--- src/rtl/multicycle_control_if.sv ---
// multicycle_control_if: instruction/data handshake and datapath control bundle
// between the LEGv8 multi-cycle control unit (master) and the datapath (slave).
interface multicycle_control_if #(
    parameter int ALUOP_W  = 4,
    parameter int SIGNOP_W = 3
);
    logic [10:0]         opcode;
    logic                zero;
    logic                mem_ready;
    logic                instr_req;
    logic                ir_write;
    logic                mem_read;
    logic                mem_write;
    logic                reg_write;
    logic                pc_write;
    logic                pc_src;
    logic                reg2loc;
    logic                alusrc;
    logic                mem2reg;
    logic                move;
    logic [ALUOP_W-1:0]  aluop;
    logic [SIGNOP_W-1:0] signop;
    logic [2:0]          state;
    logic                illegal;
    logic                timeout;

    modport master (
        input  opcode, zero, mem_ready,
        output instr_req, ir_write, mem_read, mem_write, reg_write, pc_write, pc_src,
               reg2loc, alusrc, mem2reg, move, aluop, signop, state, illegal, timeout
    );

    modport slave (
        output opcode, zero, mem_ready,
        input  instr_req, ir_write, mem_read, mem_write, reg_write, pc_write, pc_src,
               reg2loc, alusrc, mem2reg, move, aluop, signop, state, illegal, timeout
    );
endinterface

--- src/rtl/multicycle_control.sv ---
// multicycle_control: Moore FSM sequencing LEGv8 instructions through fetch/decode/execute/
// memory/writeback with a ready handshake, illegal-opcode trap and memory timeout trap.
module multicycle_control #(
    parameter int MAX_WAIT = 15,
    parameter int ALUOP_W  = 4,
    parameter int SIGNOP_W = 3
) (
    input logic                  CLK,
    input logic                  Reset_L,
    multicycle_control_if.master bus
);
    localparam int CW = MAX_WAIT > 0 ? $clog2(MAX_WAIT + 1) : 1;

    typedef enum logic [2:0] {FETCH, DECODE, EXECUTE, MEMORY, WRITEBACK, TRAP} state_t;
    typedef enum logic [3:0] {
        C_NONE, C_LDUR, C_STUR, C_ADD, C_SUB, C_ADDI, C_SUBI, C_AND, C_ORR, C_CBZ, C_B, C_MOVZ
    } cls_t;

    state_t         st, nxt;
    cls_t           cls, dec;
    logic [CW-1:0]  cnt;
    logic           ill, tmo, wait_st, to, act;
    logic [3:0]     aluop4;
    logic [2:0]     signop3;

    always_comb begin
        casez (bus.opcode)
            11'b??111000010: dec = C_LDUR;
            11'b??111000000: dec = C_STUR;
            11'b?0?01011???: dec = C_ADD;
            11'b?1?01011???: dec = C_SUB;
            11'b?0?10001???: dec = C_ADDI;
            11'b?1?10001???: dec = C_SUBI;
            11'b?0001010???: dec = C_AND;
            11'b?0101010???: dec = C_ORR;
            11'b?011010????: dec = C_CBZ;
            11'b?00101?????: dec = C_B;
            11'b110100101??: dec = C_MOVZ;
            default:         dec = C_NONE;
        endcase
    end

    // Ready in the limit cycle beats the timeout because to requires mem_ready low.
    assign wait_st = st == FETCH || st == MEMORY;
    assign to      = MAX_WAIT > 0 && wait_st && !bus.mem_ready && cnt == CW'(MAX_WAIT);

    always_comb begin
        case (st)
            FETCH:     nxt = bus.mem_ready ? DECODE : (to ? TRAP : FETCH);
            DECODE:    nxt = dec == C_NONE ? TRAP : EXECUTE;
            EXECUTE:   nxt = (cls == C_B || cls == C_CBZ) ? FETCH :
                             (cls == C_LDUR || cls == C_STUR) ? MEMORY : WRITEBACK;
            MEMORY:    nxt = bus.mem_ready ? (cls == C_LDUR ? WRITEBACK : FETCH) : (to ? TRAP : MEMORY);
            WRITEBACK: nxt = FETCH;
            default:   nxt = TRAP;
        endcase
    end

    always_ff @(posedge CLK or negedge Reset_L) begin
        if (!Reset_L) begin
            st  <= FETCH;
            cnt <= '0;
            cls <= C_NONE;
            ill <= 1'b0;
            tmo <= 1'b0;
        end else begin
            st  <= nxt;
            cnt <= (nxt != st || !wait_st) ? '0 : cnt + CW'(1);
            if (st == DECODE && dec != C_NONE) cls <= dec;
            if (st == DECODE && dec == C_NONE) ill <= 1'b1;
            if (to) tmo <= 1'b1;
        end
    end

    // Mux selects only reflect the latched word while an instruction is executing.
    assign act = st == EXECUTE || st == MEMORY || st == WRITEBACK;

    always_comb begin
        aluop4  = !act ? 4'b0000 :
                  cls inside {C_ADD, C_LDUR, C_STUR, C_ADDI} ? 4'b0010 :
                  cls inside {C_SUB, C_SUBI} ? 4'b0110 :
                  cls == C_ORR ? 4'b0001 :
                  cls == C_CBZ ? 4'b0111 : 4'b0000;
        signop3 = !act ? 3'b000 :
                  cls inside {C_LDUR, C_STUR} ? 3'b010 :
                  cls == C_B ? 3'b001 :
                  cls == C_CBZ ? 3'b011 :
                  cls == C_MOVZ ? 3'b100 : 3'b000;
    end

    assign bus.instr_req = st == FETCH && Reset_L && !to;
    assign bus.ir_write  = st == FETCH && Reset_L && bus.mem_ready;
    assign bus.mem_read  = st == MEMORY && cls == C_LDUR && !to;
    assign bus.mem_write = st == MEMORY && cls == C_STUR && !to;
    assign bus.reg_write = st == WRITEBACK;
    assign bus.pc_write  = st == WRITEBACK || (st == EXECUTE && (cls == C_B || cls == C_CBZ)) ||
                           (st == MEMORY && cls == C_STUR && bus.mem_ready);
    assign bus.pc_src    = st == EXECUTE && (cls == C_B || (cls == C_CBZ && bus.zero));
    assign bus.reg2loc   = act && (cls == C_STUR || cls == C_CBZ);
    assign bus.alusrc    = act && (cls == C_LDUR || cls == C_STUR);
    assign bus.mem2reg   = act && cls == C_LDUR;
    assign bus.move      = act && cls == C_MOVZ;
    assign bus.aluop     = ALUOP_W'(aluop4);
    assign bus.signop    = SIGNOP_W'(signop3);
    assign bus.state     = st;
    assign bus.illegal   = ill;
    assign bus.timeout   = tmo;
endmodule

--- src/flat_wrapper.sv ---
// flat-port wrapper written by rule: the top's interface ports become plain ports
module multicycle_control_flat 
#(
    parameter int MAX_WAIT = 15,
    parameter int ALUOP_W  = 4,
    parameter int SIGNOP_W = 3
)
  (CLK, Reset_L, bus_opcode, bus_zero, bus_mem_ready, bus_instr_req, bus_ir_write, bus_mem_read, bus_mem_write, bus_reg_write, bus_pc_write, bus_pc_src, bus_reg2loc, bus_alusrc, bus_mem2reg, bus_move, bus_aluop, bus_signop, bus_state, bus_illegal, bus_timeout);
  multicycle_control_if #(.ALUOP_W(ALUOP_W), .SIGNOP_W(SIGNOP_W)) bus_i ();
  input logic CLK;
  input logic Reset_L;
  input wire logic [$bits(bus_i.opcode)-1:0] bus_opcode;
  input wire logic [$bits(bus_i.zero)-1:0] bus_zero;
  input wire logic [$bits(bus_i.mem_ready)-1:0] bus_mem_ready;
  output wire logic [$bits(bus_i.instr_req)-1:0] bus_instr_req;
  output wire logic [$bits(bus_i.ir_write)-1:0] bus_ir_write;
  output wire logic [$bits(bus_i.mem_read)-1:0] bus_mem_read;
  output wire logic [$bits(bus_i.mem_write)-1:0] bus_mem_write;
  output wire logic [$bits(bus_i.reg_write)-1:0] bus_reg_write;
  output wire logic [$bits(bus_i.pc_write)-1:0] bus_pc_write;
  output wire logic [$bits(bus_i.pc_src)-1:0] bus_pc_src;
  output wire logic [$bits(bus_i.reg2loc)-1:0] bus_reg2loc;
  output wire logic [$bits(bus_i.alusrc)-1:0] bus_alusrc;
  output wire logic [$bits(bus_i.mem2reg)-1:0] bus_mem2reg;
  output wire logic [$bits(bus_i.move)-1:0] bus_move;
  output wire logic [$bits(bus_i.aluop)-1:0] bus_aluop;
  output wire logic [$bits(bus_i.signop)-1:0] bus_signop;
  output wire logic [$bits(bus_i.state)-1:0] bus_state;
  output wire logic [$bits(bus_i.illegal)-1:0] bus_illegal;
  output wire logic [$bits(bus_i.timeout)-1:0] bus_timeout;
  assign bus_i.opcode = bus_opcode;
  assign bus_i.zero = bus_zero;
  assign bus_i.mem_ready = bus_mem_ready;
  assign bus_instr_req = bus_i.instr_req;
  assign bus_ir_write = bus_i.ir_write;
  assign bus_mem_read = bus_i.mem_read;
  assign bus_mem_write = bus_i.mem_write;
  assign bus_reg_write = bus_i.reg_write;
  assign bus_pc_write = bus_i.pc_write;
  assign bus_pc_src = bus_i.pc_src;
  assign bus_reg2loc = bus_i.reg2loc;
  assign bus_alusrc = bus_i.alusrc;
  assign bus_mem2reg = bus_i.mem2reg;
  assign bus_move = bus_i.move;
  assign bus_aluop = bus_i.aluop;
  assign bus_signop = bus_i.signop;
  assign bus_state = bus_i.state;
  assign bus_illegal = bus_i.illegal;
  assign bus_timeout = bus_i.timeout;
  multicycle_control #(.MAX_WAIT(MAX_WAIT), .ALUOP_W(ALUOP_W), .SIGNOP_W(SIGNOP_W)) u_core (.CLK(CLK), .Reset_L(Reset_L), .bus(bus_i));
endmodule
--- config.mk ---
export PLATFORM = sky130hd
export DESIGN_NAME = multicycle_control_flat
export DESIGN_NICKNAME = d
export VERILOG_FILES = /design/src/rtl/multicycle_control_if.sv /design/src/rtl/multicycle_control.sv /design/src/flat_wrapper.sv
export SDC_FILE = /design/constraint.sdc
export NUM_CORES = 1
export LEC_CHECK = 0
export BUFFER_PORTS_ARGS = -buffer_cell sky130_fd_sc_hd__buf_2
export CORE_MARGIN = 5
export CORE_UTILIZATION = 35
export CTS_CLUSTER_DIAMETER = 40
export DETAILED_ROUTE_END_ITERATION = 10
export GPL_ROUTABILITY_DRIVEN = 1
export PLACE_DENSITY_LB_ADDON = 0.08
export SYNTH_ARGS = -nofsm -noshare
export SYNTH_HDL_FRONTEND = slang
export SYNTH_SLANG_ARGS = --single-unit
--- constraint.sdc ---
create_clock -name CLK -period 1.7 [get_ports CLK]
set_input_delay 0.085 -clock CLK [delete_from_list [all_inputs] [get_ports CLK]]
set_output_delay 0.085 -clock CLK [all_outputs]
set_load 0.05 [all_outputs]
### After elaboration in Yosys (flattened, before gate mapping)

Index checks and enable logic that the tools add are counted.

* register bits after elaboration: 13
* output and inout bits: 23
* word-level logic and storage cells: 92

* add/sub/neg operators: 1
* equality and inequality tests: 27
* muxes and demuxes: 21
* reduce and logical (&&, ||, !) cells: 38

Operator list (count)
* case mux 4 bit (11 select lines): 1
* two-way mux 3 bit: 14
* == test 9 bit, second input constant: 3
* == test 4 bit, second input constant: 5
* two-way mux 4 bit: 5
* logical AND 1 bit: 19
* case mux 3 bit (5 select lines): 1
* == test 4 x 3 -> 1 bit, second input constant: 3
* == test 6 x 5 -> 1 bit, second input constant: 2
* == test 6 bit, second input constant: 2
* logical OR 1 bit: 10
* == test 4 x 2 -> 1 bit, second input constant: 2
* nonzero test 4 bit: 2
* == test 7 x 4 -> 1 bit, second input constant: 1
* == test 7 x 6 -> 1 bit, second input constant: 1
* == test 3 x 2 -> 1 bit, second input constant: 2
* == test 6 x 4 -> 1 bit, second input constant: 1
* == test 5 x 3 -> 1 bit, second input constant: 1
* adder 4 x 1 -> 4 bit, second input constant: 1
* == test 4 x 1 -> 1 bit, second input constant: 1
* zero test 4 bit: 1
* nonzero test 2 bit: 2
* == test 3 x 1 -> 1 bit, second input constant: 1
* == test 3 bit, second input constant: 1
* 3 further kinds: 5

### Longest topological paths before layout

Gate-level depths: netlist of run 1.

* word-level depth: 10
* gate-level depth with buffers: 6

### Worst setup path after synthesis of run 1

OpenSTA, ideal clock, no wires.

* path type: register to output
* from: register u_core.st[2] (netlist: u_core.bus.state[2])
* to: output bus_aluop[1]
* data arrival time: 3997 ps
* path slack: -2382 ps
* stages on the path, launching flop included: 5
* path buffers: 1
* path through: dfrtp_1 -> clkbuf_1 -> and2_1 -> nor2b_1 -> a2111oi_0

RTL lines
* start, declared: RTL line multicycle_control.sv:19 `state_t st, nxt;`
* start signal, assigned: RTL line multicycle_control.sv:67 `st <= nxt;`
* == test 3 bit
* via bus_reg_write: RTL line flat_wrapper.sv:19 `output wire logic [$bits(bus_i.reg_write)-1:0] bus_reg_write;`
* logical OR 1 bit: RTL line multicycle_control.sv:76 `assign act = st == EXECUTE || st == MEMORY || st == WRITEBACK;`
* two-way mux 4 bit: RTL line multicycle_control.sv:79 `aluop4 = !act ? 4'b0000 :`
* end, declared: RTL line flat_wrapper.sv:26 `output wire logic [$bits(bus_i.aluop)-1:0] bus_aluop;`

The timed path passes the listed nets, and every way through them passes these cells.

### Worst setup path after layout of run 1

* from: register u_core.cnt[1]
* to: output bus_mem_read

* word-level cells in the longest chain between the ends: 4

RTL lines
* start, declared: RTL line multicycle_control.sv:21 `logic [CW-1:0] cnt;`
* start signal, assigned: RTL line multicycle_control.sv:68 `cnt <= (nxt != st || !wait_st) ? '0 : cnt + CW'(1);`
* == test 4 bit: RTL line multicycle_control.sv:45 `assign to = MAX_WAIT > 0 && wait_st && !bus.mem_ready && cnt == CW'(MAX_WAIT);`
* logical AND 1 bit: RTL line multicycle_control.sv:45
* zero test 1 bit: RTL line multicycle_control.sv:93 `assign bus.mem_read = st == MEMORY && cls == C_LDUR && !to;`
* logical AND 1 bit: RTL line multicycle_control.sv:93
* end, declared: RTL line flat_wrapper.sv:17 `output wire logic [$bits(bus_i.mem_read)-1:0] bus_mem_read;`

Every way passes these cells.

==> results.ini, run 1 <==
[floorplan]
core_area_sq_um = 3003
fp.dieW_microns = 65.42
rows = 20
dieArea_sq_um = 4279
initial_utilization = 0.3579
die_y_microns = 65.42
pin_count = 38

[yosys]
synth_edf_count = 0
netlist_area_sq_um = 1075
async_reset_ff_frac = 1.000
synth_ff_type = dfrtp_1
synth_compound_area_frac = 0.2002
ys_ff_latch = 13
synthTopCellsByArea = dfrtp_1 (30%), nor2_1 (6.3%), nor2b_1 (3.5%)
ys_seq_area_frac = 0.3027
yosys_warnings = 0
synthSimpleGateAreaFrac = 0.4144
syn_inst = 129
synth_top_family_by_area = simple AND/OR/NAND/NOR gates
ys_types = 49
synth-xor-area-share = 0.02445
synth_mux_area_frac = 0.009313
syn_area_per_cell_sq_um = 8.332
synthAdderAreaFrac = 0.01164
synth_top_area_frac = 0.3027
synth_nets = 145
synth_top_area_cell = dfrtp_1

[timing]
skew_ps = 11.14
finalHoldViolCount = 0
rsz0062_at_grt = true
finalSetupViolations = 9
fin_tns_setup_ps = -530.5
layout_setup_ws_ps = -113.8
min_period_ps = 1814
fin_hold_ws_ps = 123.6
period_share = 1.067
max_freq_mhz = 551.3
slew_viol_final = 0

[status]
violations = negative setup slack
status = complete, but fails checks

[global_routing]
grt_pass1_wl_microns = 5471
gr-total-overflow = 0
top_usage_layer = met2
antenna_found_initial = 0
grt_use_met1 = 0.1994
grt_use_met3 = 0.03590
grt_pass1_vias = 1201
grt_max_degree = 15
met2_usage = 0.2832
gr-usage-all-layers = 0.1592

[clock_network]
clkTransAtPathRegs_ps = 90
cts_sinks = 13
cts_made_buffers = 3
cts_root_buffer = clkbuf_4
htreeDepth = 1
clockBufferDepth = 2
cts_tree = built
clk_latency_ps = 280

[place]
port_buffers = 36
dp_slack_ps = 61.01
place_congestion = 0.8123
hpwl_microns = 2439

[power_and_ir_drop]
ir_worst_vdd_uv = 576.4
power_w = 0.002869
power_leakage_nw = 0.7709
power.density_nw_per_um2 = 1597

[setup_path]
cp.arrival_ps = 1730
worstPathMaxFanout = 3
critPathLaunchType = flop
critPathCaptureType = output port
critPathKind = flop to output port
required_ps = 1620

[cells_and_area]
diodes = 0
nets = 201
fill_cells = 272
drive_gt1_frac = 0.5489
ff_latch_area_sq_um = 330.3
syn_to_final_growth_pct = 67.17
multiInputGateArea_sq_um = 933.4

[detailed_routing]
vias = 1164
routed_via_density = 5.364
drt_pass1_iterations = 6
drc_errors = 0
routedWlPerCell_microns = 15.02
drtIter0Drc = 33
drt_wl_total_microns = 3260
final_antenna_net_count = 0

[job]
drv_cap = 0

[hold_path]
hp-class = primary input to flop

## area by class of cell
type,count,share of cell area
Multi-Input combinational cell,108,0.5195
Timing Repair Buffer,57,0.2549
Inverter,2,0.004178
Sequential cell,13,0.1838
Clock buffer,4,0.01462
Tap cell,33,0.02298
## per-stage QoR
stage	instance area, sq um	utilization	std cells
floorplan	1240	-	129
global placement	1538	0.5121	207
detailed placement	1538	0.5121	207
CTS	1694	0.5642	214
global route	1797	0.5983	217
finish	1797	0.5983	217
## layer usage
| layer | routed length (microns) | share of wire |
|---|---|---|
| met1 | 1424 | 0.44 |
| met2 | 1697 | 0.52 |
| met3 | 138 | 0.042 |
| met4 | 0 | 0 |
| met5 | 0 | 0 |
## synthesized netlist by cell type (3+ instances only)
cell type	n
dfrtp_1	13
nand4b_1	3
nor3_1	6
a21o_1	3
nand2_1	7
a21oi_1	6
o21ai_0	5
nand3_1	3
clkbuf_1	3
nor2b_1	6
and3_1	3
nand4bb_1	3
nor2_1	18
nand2b_1	5
## flip-flops by register name, indices dropped and copies added (netlist names)
name                cells
u_core.bus.illegal      1
u_core.bus.state        3
u_core.bus.timeout      1
u_core.cls              4
u_core.cnt              4
## worst max-delay path, stage by stage, from the launching register on
cell and delay [ps]:
dfrtp_1 400, ha_2 200, nand3_2 70, or2_4 120, nand4_1 190, buf_4 220, nor2_4 90, buf_6 170
## worst paths after layout
path	end	start	slack (ps)	depth (start not counted)
max in group asynchronous	u_core.cnt[0]	Reset_L	1160	3
worst min register to register	u_core.bus.timeout	u_core.bus.timeout	450	1
worst max register to register	u_core.bus.state[0]	u_core.bus.state[0]	200	6
worst max-delay path	bus_mem_read	u_core.cnt[1]	-110	7
min in group asynchronous	u_core.bus.state[1]	Reset_L	160	2
worst min-delay path	u_core.cls[0]	bus_opcode[1]	120	3
## logic make-up (layout without fill, tap and decap cells)
logic type / after synthesis / count (layout)
and+or+nand+nor: 73 / 73
AOI/OAI and AO/OA: 29 / 29
DFF: 13 / 13
buffers and inverters: 8 / 63
xor gates and xnor gates: 3 / 3
adders and majority gates: 1 / 1
other: 1 / 1
muxes: 1 / 1
## what timing repair did
| action | CTS | global route |
|---|---|---|
| pin swaps | 5 | 7 |
| hold buffers | 1 | 0 |
| setup endpoints to repair | 15 | 16 |
| buffers inserted | 2 | 3 |
| endpoints found under the hold margin | 13 | 0 |
| resized for setup | 33 | 16 |
## cells in the final DEF (no fill, tap or decap), types with 4 or more instances in the layout
| cell type | count |
|---|---|
| buf_2 | 21 |
| buf_4 | 18 |
| buf_6 | 14 |
| nor2_1 | 11 |
| dfrtp_1 | 9 |
| nor2_4 | 7 |
| nand2_1 | 6 |
| o21ai_0 | 5 |
| nand2b_1 | 4 |
| dfrtp_2 | 4 |
## report_power, final
part           switching (W)  internal (W)
logic                0.00128      0.000881
clock network       0.000103     0.0000909
registers           0.000108      0.000402
total                0.00150       0.00137
Power figures use the tool's default switching activity.
==> run 2: changes to the inputs <==
--- a/config.mk
+++ b/config.mk
@@ -7,7 +7,7 @@
 export LEC_CHECK = 0
 export BUFFER_PORTS_ARGS = -buffer_cell sky130_fd_sc_hd__buf_2
 export CORE_MARGIN = 5
-export CORE_UTILIZATION = 35
+export CORE_UTILIZATION = 30
 export CTS_CLUSTER_DIAMETER = 40
 export DETAILED_ROUTE_END_ITERATION = 10
 export GPL_ROUTABILITY_DRIVEN = 1
==> constraint.sdc (replaced) <==
create_clock -name CLK -period 1.5 [get_ports CLK]
set_input_delay 0.075 -clock CLK [delete_from_list [all_inputs] [get_ports CLK]]
set_output_delay 0.075 -clock CLK [all_outputs]
set_load 0.05 [all_outputs]
==> run 2 against run 1 <==
  * The flow still finishes with violations (negative setup slack)
  * Via count grew 3.5%
  * Non-clock buffer count grew 7
  * Count of clock-buffer cells in the layout is the same
  * Utilization shrank 2.7 points
  * Sequential power grew 14%
  * Combinational power grew 18%
  * Worst setup slack lost 180 ps
  * Global-route usage shrank 2.8 points
  * Register-to-register slack lost 170 ps
  * Clock power grew 12%
  * Largest power group unchanged
  * Highest routed layer unchanged
==> results.ini, run 2 (synthesis results as in run 1) <==
[global_routing]
grt_pass1_wl_microns = 5485  ; was 5471 microns
grt_pass1_vias = 1239  ; was 1,201
gr-usage-all-layers = 0.1315  ; was 0.1592
gr-total-overflow = 0  ; unchanged
antenna_found_initial = 0  ; unchanged
grt_max_degree = 16  ; was 15

[place]
place_congestion = 0.8720  ; was 0.8123
port_buffers = 36  ; unchanged
hpwl_microns = 2456  ; was 2439 microns

[power_and_ir_drop]
ir_worst_vdd_uv = 786.4  ; was 576.4 uV
power_w = 0.003350  ; was 0.002869 W
power_leakage_nw = 0.8038  ; was 0.7709 nW
power.density_nw_per_um2 = 1729  ; was 1597 nW/um^2

[setup_path]
cp.arrival_ps = 1720  ; was 1730 ps
timing.rr.end = u_core.cls[1]  ; was u_core.bus.state[0]
r2r-start = u_core.bus.state[1]  ; was u_core.bus.state[0]
required_ps = 1420  ; was 1620 ps
worstPathMaxFanout = 4  ; was 3
critPathCaptureType = output port  ; unchanged
reg2reg_depth = 4  ; was 6
r2r_slack_ps = 30  ; was 200 ps
critPathLaunchType = flop  ; unchanged
critPathKind = flop to output port  ; unchanged

[timing]
max_freq_mhz = 557.6
rsz0062_at_grt = true  ; unchanged
skew_ps = 7.390  ; was 11.14 ps
min_period_ps = 1793
finalSetupViolations = 15  ; was 9
period_share = 1.196
layout_setup_ws_ps = -293.3  ; was -113.8 ps
slew_viol_final = 0  ; unchanged
finalHoldViolCount = 0  ; unchanged
fin_tns_setup_ps = -2788  ; was -530.5 ps

[detailed_routing]
routed_via_density = 5.084  ; was 5.364
drt_wl_total_microns = 3164  ; was 3260 microns
drtIter0Drc = 53  ; was 33
vias = 1205  ; was 1,164
drt_pass1_iterations = 4  ; was 6
routedWlPerCell_microns = 13.35  ; was 15.02 microns
drc_errors = 0  ; unchanged
final_antenna_net_count = 0  ; unchanged

[status]
violations = negative setup slack  ; unchanged
status = complete, but fails checks  ; unchanged

[clock_network]
htreeDepth = 1  ; unchanged
cts_made_buffers = 3  ; unchanged
cts_sinks = 13  ; unchanged
clockBufferDepth = 2  ; unchanged
clk_latency_ps = 270  ; was 280 ps
cts_tree = built  ; unchanged
cts_root_buffer = clkbuf_4  ; unchanged
clkTransAtPathRegs_ps = 90  ; about the same

[floorplan]
initial_utilization = 0.3171  ; was 0.3579
rows = 21  ; was 20
pin_count = 38  ; unchanged
core_area_sq_um = 3390  ; was 3003 sq um
dieArea_sq_um = 4880  ; was 4279 sq um
fp.dieW_microns = 69.86  ; was 65.42 microns
die_y_microns = 69.86  ; was 65.42 microns

[cells_and_area]
fill_cells = 310  ; was 272
syn_to_final_growth_pct = 80.21  ; was 67.17%
ff_latch_area_sq_um = 332.8  ; was 330.3 sq um
final_cell_mix = buf_4 (23), buf_2 (20), buf_6 (16)  ; was buf_2 (21), buf_4 (18), buf_6 (14)
final_common_cell = buf_4  ; was buf_2
nets = 208  ; was 201
multiInputGateArea_sq_um = 989.7  ; was 933.4 sq um
drive_gt1_frac = 0.6126  ; was 0.5489
diodes = 0  ; unchanged

[hold_path]
hp-start = bus_opcode[1]  ; unchanged
holdPathEnd = u_core.cls[0]  ; unchanged
min_path_cells = 3  ; unchanged
hp-class = primary input to flop  ; unchanged

[job]
drv_cap = 0  ; unchanged

-- run 2: cell types whose count changed in the layout (fill, tap and decap cells not counted), moves of 2 or more --
cell     before  now
and3_4        0    2
nor2_1       11    9
dfrtp_1       9    7
and3_1        3    1
nor2_4        7    9
buf_8         2    4
buf_4        18   23
dfrtp_2       4    6
buf_6        14   16
-- run 2: how the worst max path moves through the flow --
stage / from / to / slack, ps
floorplan: u_core.bus.state[1] / bus_alusrc / -410
global placement: u_core.bus.state[0] / bus_aluop[0] / -50
detailed placement: u_core.bus.state[1] / bus_aluop[0] / -60
CTS: u_core.bus.state[2] / bus_aluop[0] / -290
global route: u_core.bus.state[1] / bus_aluop[0] / -370
finish: u_core.bus.state[1] / bus_aluop[0] / -290
-- run 2: cell type report --
cell class,instances,share of cell area
multi-input cells,108,0.5110
repair buffers,64,0.2700
flip-flops and latches,13,0.1718
well taps,46,0.02972
clock buffers,4,0.01357
inverters,2,0.003876
-- run 2: power by group --
part	internal [W]	switching, W	leakage, nW
clock network	0.000103	0.000115	0.0150
registers	0.000461	0.000120	0.157
logic	0.00107	0.00148	0.632
total	0.00163	0.00172	0.804
-- run 2: per-layer routing --
metal  wire length (microns)  global-route usage
met1                    1482              0.1713
met2                    1543              0.2246
met3                     138             0.04017
met4                       0            0.006383
met5                       0                   0
-- run 2: metrics by stage --
step                      worst slack, ps    util  instances  cell area, sq um  hold WS (ps)
after floorplan                    -414.2       -        129              1244        -220.6
final                              -293.3  0.5714        237              1937         116.8
after CTS                          -285.7  0.5437        236              1843         119.7
after global placement             -52.61  0.4791        229              1624        -11.02
after detailed placement           -61.96  0.4791        229              1624        -1.507
after global routing               -367.6  0.5714        237              1937         144.1
-- run 2: worst max-delay path, cell delays in order (launching register included) --
cell	delay, ps
dfrtp_2	460
nor2_4	90
and2_4	160
nor2b_4	50
or3_4	390
nor2_4	130
buf_6	160
-- run 2: what timing repair did --
| item | 4_1_cts | 5_1_grt |
|---|---|---|
| hold endpoints to repair | 13 | 0 |
| pin swaps | 7 | 10 |
| endpoints found under the setup margin | 16 | 23 |
| setup buffers | 2 | 2 |
| hold buffers | 1 | 0 |
| gates resized for setup | 48 | 21 |
